## src/rtl/cpu_pkg.sv

```systemverilog
// Shared constants for the multi-cycle core: opcodes, functs, ALU ops, FSM states.
package cpu_pkg;

    localparam logic [5:0] OP_RTYPE = 6'h00;
    localparam logic [5:0] OP_ADDI  = 6'h08;
    localparam logic [5:0] OP_LW    = 6'h23;
    localparam logic [5:0] OP_SW    = 6'h2B;
    localparam logic [5:0] OP_BEQ   = 6'h04;
    localparam logic [5:0] OP_BNE   = 6'h05;
    localparam logic [5:0] OP_J     = 6'h02;

    localparam logic [5:0] FN_ADD = 6'h20;
    localparam logic [5:0] FN_SUB = 6'h22;
    localparam logic [5:0] FN_AND = 6'h24;
    localparam logic [5:0] FN_OR  = 6'h25;
    localparam logic [5:0] FN_SLT = 6'h2A;

    typedef enum logic [2:0] {
        ST_FETCH,
        ST_DECODE,
        ST_EXEC,
        ST_MEM,
        ST_WB,
        ST_HALT
    } state_e;

    typedef enum logic [2:0] {
        ALU_ADD,
        ALU_SUB,
        ALU_AND,
        ALU_OR,
        ALU_SLT
    } alu_op_e;

    function automatic alu_op_e funct_to_alu(input logic [5:0] funct);
        alu_op_e op;
        unique case (funct)
            FN_SUB:  op = ALU_SUB;
            FN_AND:  op = ALU_AND;
            FN_OR:   op = ALU_OR;
            FN_SLT:  op = ALU_SLT;
            default: op = ALU_ADD;
        endcase
        return op;
    endfunction

    function automatic logic funct_valid(input logic [5:0] funct);
        return funct inside {FN_ADD, FN_SUB, FN_AND, FN_OR, FN_SLT};
    endfunction

endpackage

```

## src/rtl/mc_reg_file.sv

```systemverilog
// NREGS x XLEN register file: two combinational read ports, one write port, R0 hardwired to 0.
module mc_reg_file
    import cpu_pkg::*;
#(
    parameter  int unsigned XLEN  = 32,
    parameter  int unsigned NREGS = 32,
    localparam int unsigned AW    = $clog2(NREGS)
) (
    input  logic            clk_i,
    input  logic            rst_i,
    input  logic [AW-1:0]   raddr_a_i,
    input  logic [AW-1:0]   raddr_b_i,
    output logic [XLEN-1:0] rdata_a_o,
    output logic [XLEN-1:0] rdata_b_o,
    input  logic            we_i,
    input  logic [AW-1:0]   waddr_i,
    input  logic [XLEN-1:0] wdata_i
);

    logic [XLEN-1:0] rf_q [NREGS];
    logic [XLEN-1:0] rf_d [NREGS];

    // Next register contents: single write, writes to R0 dropped
    always_comb begin
        rf_d = rf_q;
        if (we_i && (waddr_i != '0)) begin
            rf_d[waddr_i] = wdata_i;
        end
    end

    // Register storage with asynchronous clear
    always_ff @(posedge clk_i or negedge rst_i) begin
        if (!rst_i) begin
            for (int unsigned i = 0; i < NREGS; i++) begin
                rf_q[i] <= '0;
            end
        end else begin
            rf_q <= rf_d;
        end
    end

    assign rdata_a_o = (raddr_a_i == '0) ? '0 : rf_q[raddr_a_i];
    assign rdata_b_o = (raddr_b_i == '0) ? '0 : rf_q[raddr_b_i];

endmodule

```

## src/rtl/multi_cycle_cpu.sv

```systemverilog
// Multi-cycle MIPS-subset core: control FSM and datapath; register file in mc_reg_file.
module multi_cycle_cpu
    import cpu_pkg::*;
#(
    parameter int unsigned     XLEN     = 32,
    parameter int unsigned     NREGS    = 32,
    parameter logic [XLEN-1:0] RESET_PC = '0
) (
    input  logic            clk_i,
    input  logic            rst_i,
    output logic            mem_req_o,
    output logic            mem_we_o,
    output logic [XLEN-1:0] mem_addr_o,
    output logic [XLEN-1:0] mem_wdata_o,
    input  logic [XLEN-1:0] mem_rdata_i,
    input  logic            mem_ready_i,
    output logic            retire_o,
    output logic            halt_o,
    output logic [XLEN-1:0] pc_o
);

    localparam int unsigned AW = $clog2(NREGS);

    state_e          state_q, state_d;
    logic [XLEN-1:0] pc_q, pc_d;
    logic [31:0]     ir_q, ir_d;
    logic [XLEN-1:0] a_q, a_d;
    logic [XLEN-1:0] b_q, b_d;
    logic [XLEN-1:0] res_q, res_d;

    logic [5:0]      opcode, funct;
    logic [4:0]      rs_f, rt_f, rd_f;
    logic [XLEN-1:0] imm_sext, alu_y, rd_a, rd_b;
    logic            legal, rf_we;
    logic [AW-1:0]   rf_waddr;
    logic            unused_shamt;

    assign opcode       = ir_q[31:26];
    assign rs_f         = ir_q[25:21];
    assign rt_f         = ir_q[20:16];
    assign rd_f         = ir_q[15:11];
    assign funct        = ir_q[5:0];
    assign imm_sext     = {{(XLEN-16){ir_q[15]}}, ir_q[15:0]};
    assign unused_shamt = ^ir_q[10:6];
    assign rf_waddr     = (opcode == OP_RTYPE) ? rd_f[AW-1:0] : rt_f[AW-1:0];

    mc_reg_file #(
        .XLEN  (XLEN),
        .NREGS (NREGS)
    ) u_rf (
        .clk_i     (clk_i),
        .rst_i     (rst_i),
        .raddr_a_i (rs_f[AW-1:0]),
        .raddr_b_i (rt_f[AW-1:0]),
        .rdata_a_o (rd_a),
        .rdata_b_o (rd_b),
        .we_i      (rf_we),
        .waddr_i   (rf_waddr),
        .wdata_i   (res_q)
    );

    // Opcode/funct legality check used in DECODE
    always_comb begin
        unique case (opcode)
            OP_RTYPE:                                 legal = funct_valid(funct);
            OP_ADDI, OP_LW, OP_SW, OP_BEQ, OP_BNE, OP_J: legal = 1'b1;
            default:                                  legal = 1'b0;
        endcase
    end

    // R-type ALU, wraps modulo 2^XLEN
    always_comb begin
        unique case (funct_to_alu(funct))
            ALU_SUB: alu_y = a_q - b_q;
            ALU_AND: alu_y = a_q & b_q;
            ALU_OR:  alu_y = a_q | b_q;
            ALU_SLT: alu_y = XLEN'($signed(a_q) < $signed(b_q));
            default: alu_y = a_q + b_q;
        endcase
    end

    // State and datapath registers
    always_ff @(posedge clk_i or negedge rst_i) begin
        if (!rst_i) begin
            state_q <= ST_FETCH;
            pc_q    <= RESET_PC;
            ir_q    <= '0;
            a_q     <= '0;
            b_q     <= '0;
            res_q   <= '0;
        end else begin
            state_q <= state_d;
            pc_q    <= pc_d;
            ir_q    <= ir_d;
            a_q     <= a_d;
            b_q     <= b_d;
            res_q   <= res_d;
        end
    end

    // Next-state logic
    always_comb begin
        state_d = state_q;
        unique case (state_q)
            ST_FETCH:  if (mem_ready_i) state_d = ST_DECODE;
            ST_DECODE: state_d = legal ? ST_EXEC : ST_HALT;
            ST_EXEC: begin
                unique case (opcode)
                    OP_LW, OP_SW:          state_d = ST_MEM;
                    OP_BEQ, OP_BNE, OP_J:  state_d = ST_FETCH;
                    default:               state_d = ST_WB;
                endcase
            end
            ST_MEM:    if (mem_ready_i) state_d = (opcode == OP_SW) ? ST_FETCH : ST_WB;
            ST_WB:     state_d = ST_FETCH;
            ST_HALT:   state_d = ST_HALT;
            default:   state_d = ST_HALT;
        endcase
    end

    // Datapath register updates and register-file write enable
    always_comb begin
        pc_d  = pc_q;
        ir_d  = ir_q;
        a_d   = a_q;
        b_d   = b_q;
        res_d = res_q;
        rf_we = 1'b0;
        unique case (state_q)
            ST_FETCH: begin
                if (mem_ready_i) begin
                    ir_d = mem_rdata_i[31:0];
                    pc_d = pc_q + XLEN'(4);
                end
            end
            ST_DECODE: begin
                a_d = rd_a;
                b_d = rd_b;
            end
            ST_EXEC: begin
                unique case (opcode)
                    OP_RTYPE: res_d = alu_y;
                    OP_BEQ:   if (a_q == b_q) pc_d = pc_q + (imm_sext << 2);
                    OP_BNE:   if (a_q != b_q) pc_d = pc_q + (imm_sext << 2);
                    OP_J:     pc_d = {pc_q[XLEN-1:28], ir_q[25:0], 2'b00};
                    default:  res_d = a_q + imm_sext;
                endcase
            end
            // res_q holds the effective address until the load data replaces it
            ST_MEM:  if (mem_ready_i && (opcode == OP_LW)) res_d = mem_rdata_i;
            ST_WB:   rf_we = 1'b1;
            default: ;
        endcase
    end

    // Moore outputs plus ready-qualified retire for stores
    always_comb begin
        mem_req_o  = 1'b0;
        mem_we_o   = 1'b0;
        mem_addr_o = res_q;
        retire_o   = 1'b0;
        halt_o     = 1'b0;
        unique case (state_q)
            // FETCH is also the reset state; gate so no request is shown while in reset
            ST_FETCH: begin
                mem_req_o  = rst_i;
                mem_addr_o = pc_q;
            end
            ST_EXEC:  retire_o = opcode inside {OP_BEQ, OP_BNE, OP_J};
            ST_MEM: begin
                mem_req_o = 1'b1;
                mem_we_o  = (opcode == OP_SW);
                retire_o  = mem_ready_i && (opcode == OP_SW);
            end
            ST_WB:    retire_o = 1'b1;
            ST_HALT:  halt_o = 1'b1;
            default:  ;
        endcase
    end

    assign mem_wdata_o = b_q;
    assign pc_o        = pc_q;

endmodule

```

## config.mk

```make
export PLATFORM = sky130hd
export DESIGN_NAME = multi_cycle_cpu
export DESIGN_NICKNAME = d
export VERILOG_FILES = /design/src/rtl/cpu_pkg.sv /design/src/rtl/mc_reg_file.sv /design/src/rtl/multi_cycle_cpu.sv
export SDC_FILE = /design/constraint.sdc
export NUM_CORES = 2
export LEC_CHECK = 0
export CAP_MARGIN = 20
export CORE_MARGIN = 1
export CORE_UTILIZATION = 59
export CTS_BUF_LIST = sky130_fd_sc_hd__clkbuf_16
export CTS_CLUSTER_SIZE = 16
export DETAILED_ROUTE_END_ITERATION = 8
export PLACE_DENSITY = 0.76
export SETUP_SLACK_MARGIN = 0.2
export SKIP_CTS_REPAIR_TIMING = 1
export SYNTH_ARGS = -nofsm -noshare
export SYNTH_HDL_FRONTEND = slang
export SYNTH_SLANG_ARGS = --single-unit
```

## constraint.sdc

```tcl
create_clock -name clk_i -period 3.45 [get_ports clk_i]
set_input_delay 1.035 -clock clk_i [delete_from_list [all_inputs] [get_ports clk_i]]
set_output_delay 1.035 -clock clk_i [all_outputs]
set_load 0.02 [all_outputs]
```

==> reports/qor.txt <==
maximum clock frequency -> 289 MHz
Mean Syn Cell Area -> 11.8 µm²
fillers -> 8,266
leading area contributor after synthesis -> dfrtp_1
Die Width -> 347 µm
layout cells sized above 1 -> 28.8%
setup ws final -> -0.0125 ns
EDFF count, synth -> 0
worst-path cell chain -> nor3_4 -> buf_4 -> clkbuf_16 -> buf_4 -> mux2_2 -> buf_2
Final Skew -> 0.0214 ns
Skew-Pair Late Insertion Delay -> 0.78 ns
Post-layout nets -> 6,343
CP max FO -> 14
critical path startpoint category -> flip-flop
GRT overflow -> 0
H-Tree Depth -> 4
vias per cell -> 7.17
die height -> 347 µm
Post-Layout Cell Count -> 7,790
DIE AREA -> 0.120 mm²
final core occ -> 69.1%
port bufs -> 132
CP arrival -> 2.43 ns
largest net degree at the start of global routing -> 187
Worst setup EP type -> primary output
worst rel slew slack -> 25.0%
initial DRC count -> 7,772
worst r2r src -> a_q[28]
first-pass GRT wire length -> 370,000 µm
initial antenna violation count -> 9
Vias -> 55.9k
status -> finished, violations left
Hold WC Path Type -> in -> async
HPWL after DPL -> 164,000 µm
area grow syn2layout -> 16.1%
Lkg Pwr -> 0.0370 µW
Slowest Stage Delay on Critical Path -> 0.47 ns
DRC viols -> 0
clock root buffer -> clkbuf_16
Rows -> 126
most frequent cell after synthesis -> dfrtp_1
Slew Limit Fails -> 0
initial core utilization -> 59.5%
flops & latches, synth -> 1,185
total of max-cap violations -> 0
Yosys warning count -> 0
CP Class -> reg -> out
FFs w/ async S/R, synth -> 100%
Top-Level Pins -> 135
CP max-delay cell -> dfrtp_2
register area -> 0.0297 mm²
WHS -> 0.0585 ns
P per Cell Area -> 965 mW/mm²
crit path from -> state_q[1]
Final Hold Viols -> 0
RSZ-0062 raised after global routing -> yes
drt first pass iters -> 6
Setup Viol. Count Final -> 2
Worst-Margin Slew -> 1.11 ns
VDD IR max -> 0.000758 V
critical path's most frequent cell -> buf_4
Tcrit/Tclk final -> 100%
CTS buffer count -> 133
WL/cell -> 32.7 µm
Yosys top cell area share -> 42.3%
Post-synth top cells -> dfrtp_1, mux2_1, mux2_2
number of global-route vias before repair -> 54.9k
post-route ant nets -> 0
area of the multi-input gates -> 0.0389 mm²
clk sinks -> 1,185
Placed Instances -> 7,492
Seq/Total Area, Yosys -> 42.3%
routability cong. -> 1.06
Final Critical Period -> 3.46 ns
total power -> 78,600 µW
Main synth FF type -> dfrtp_1
Worst EP required -> 2.41 ns
Total GRT Usage -> 41.8%
post-synth cell types -> 97
final wirelength -> 255,000 µm
core area -> 0.118 mm²
design area -> 0.0815 mm²
failing checks -> setup timing
Longest Clk Path Bufs -> 3
reg2reg path depth -> 14
CTS tree -> built
post-synthesis cell count -> 5,926
DP Area -> 0.0757 mm²
Syn Std Cell Area -> 0.0702 mm²
Synth area leaders -> dfrtp_1, mux4_2, mux2_1
Worst-path clk slew -> 0.06 ns
cells by family (layout without fill, tap and decap cells):
family / Yosys count / count (layout) / share of synthesized area [%]
compound gates: 1227 / 1227 / 11.3
xor+xnor: 61 / 61 / 0.761
fa+ha+maj: 161 / 161 / 2.91
buf+inv: 678 / 999 / 4.00
flops: 1185 / 1185 / 42.3
mux: 1742 / 1742 / 33.2
other cells: 1 / 8 / 0.00534
simple gates: 871 / 871 / 5.58
per-stage QoR:
stage | setup slack [ns] | TNS, ns
final | -0.0125 | -0.0143
after global routing | -0.0448 | -0.137
after CTS | -0.565 | -13.25
after detailed placement | -0.134 | -0.134
after global placement | -0.127 | -0.127
after floorplan | 0.340 | 0
routing by layer:
metal | share of wire [%] | up-vias | global-route usage (%)
met5 | 0.060 | - | 0.840
met4 | 6.8 | 5 | 24.0
met3 | 12 | 932 | 12.4
met2 | 43 | 3627 | 60.8
met1 | 37 | 28500 | 55.8
li1 | - | 22800 | -
where the power goes:
group	total (µW)	switching, µW	internal, µW	leakage (µW)
Combinational	42000	24200	17800	0.0189
Clock	13900	6170	7760	0.00214
Sequential	22700	4430	18300	0.0160
Total	78600	34800	43800	0.0370
layout by cell type, fill, tap and decap left out, drive strengths merged, types with 26 or more instances in the layout:
cell type / instances
buf: 525
clkdlybuf4s50: 95
o211ai: 41
a211oi: 53
a31oi: 32
mux2i: 295
o31ai: 26
o22ai: 154
a21oi: 359
o21ai: 241
mux4: 359
xnor2: 39
a221oi: 42
mux2: 1088
clkbuf: 152
nor2: 269
nand3: 46
nand2: 318
a21o: 29
o221ai: 105
ha: 157
inv: 156
nor3: 83
dfrtp: 1185
clkinv: 57
worst paths after layout:
| check | to | slack (ns) |
|---|---|---|
| max | mem_addr_o[9] | -0.01 |
| min | pc_o[30] | 0.06 |
| max reg2reg | pc_o[24] | 0.06 |
| min reg2reg | u_rf.rf_q[995] | 0.40 |
| max in group asynchronous | u_rf.rf_q[994] | 1.54 |
| min in group clk_i | u_rf.rf_q[995] | 0.40 |
sequential cells by signal (all words and copies together), names as in the netlist:
signal and flops:
a_q 32, mem_wdata_o 32, state_q 3, u_rf.rf_q 1024
ir_q 32, res_q 32, pc_o 30
final cells by class:
class / count / area share, %
inverters: 123 / 0.570
well taps: 1536 / 2.36
clock inverters: 101 / 1.00
multi-input cells: 4064 / 47.8
diodes: 6 / 0.0184
flip-flops and latches: 1185 / 36.5
clock buffers: 135 / 4.15
repair buffers: 640 / 7.69
critical path: cells and delay by family, from the launching register on:
family | cells | cell delay [ns]
and+or+nand+nor | 1 | 0.23
DFF | 1 | 0.47
muxes | 1 | 0.32
buffers and inverters | 4 | 0.61
No activity file was read; power rests on OpenSTA's default activity.
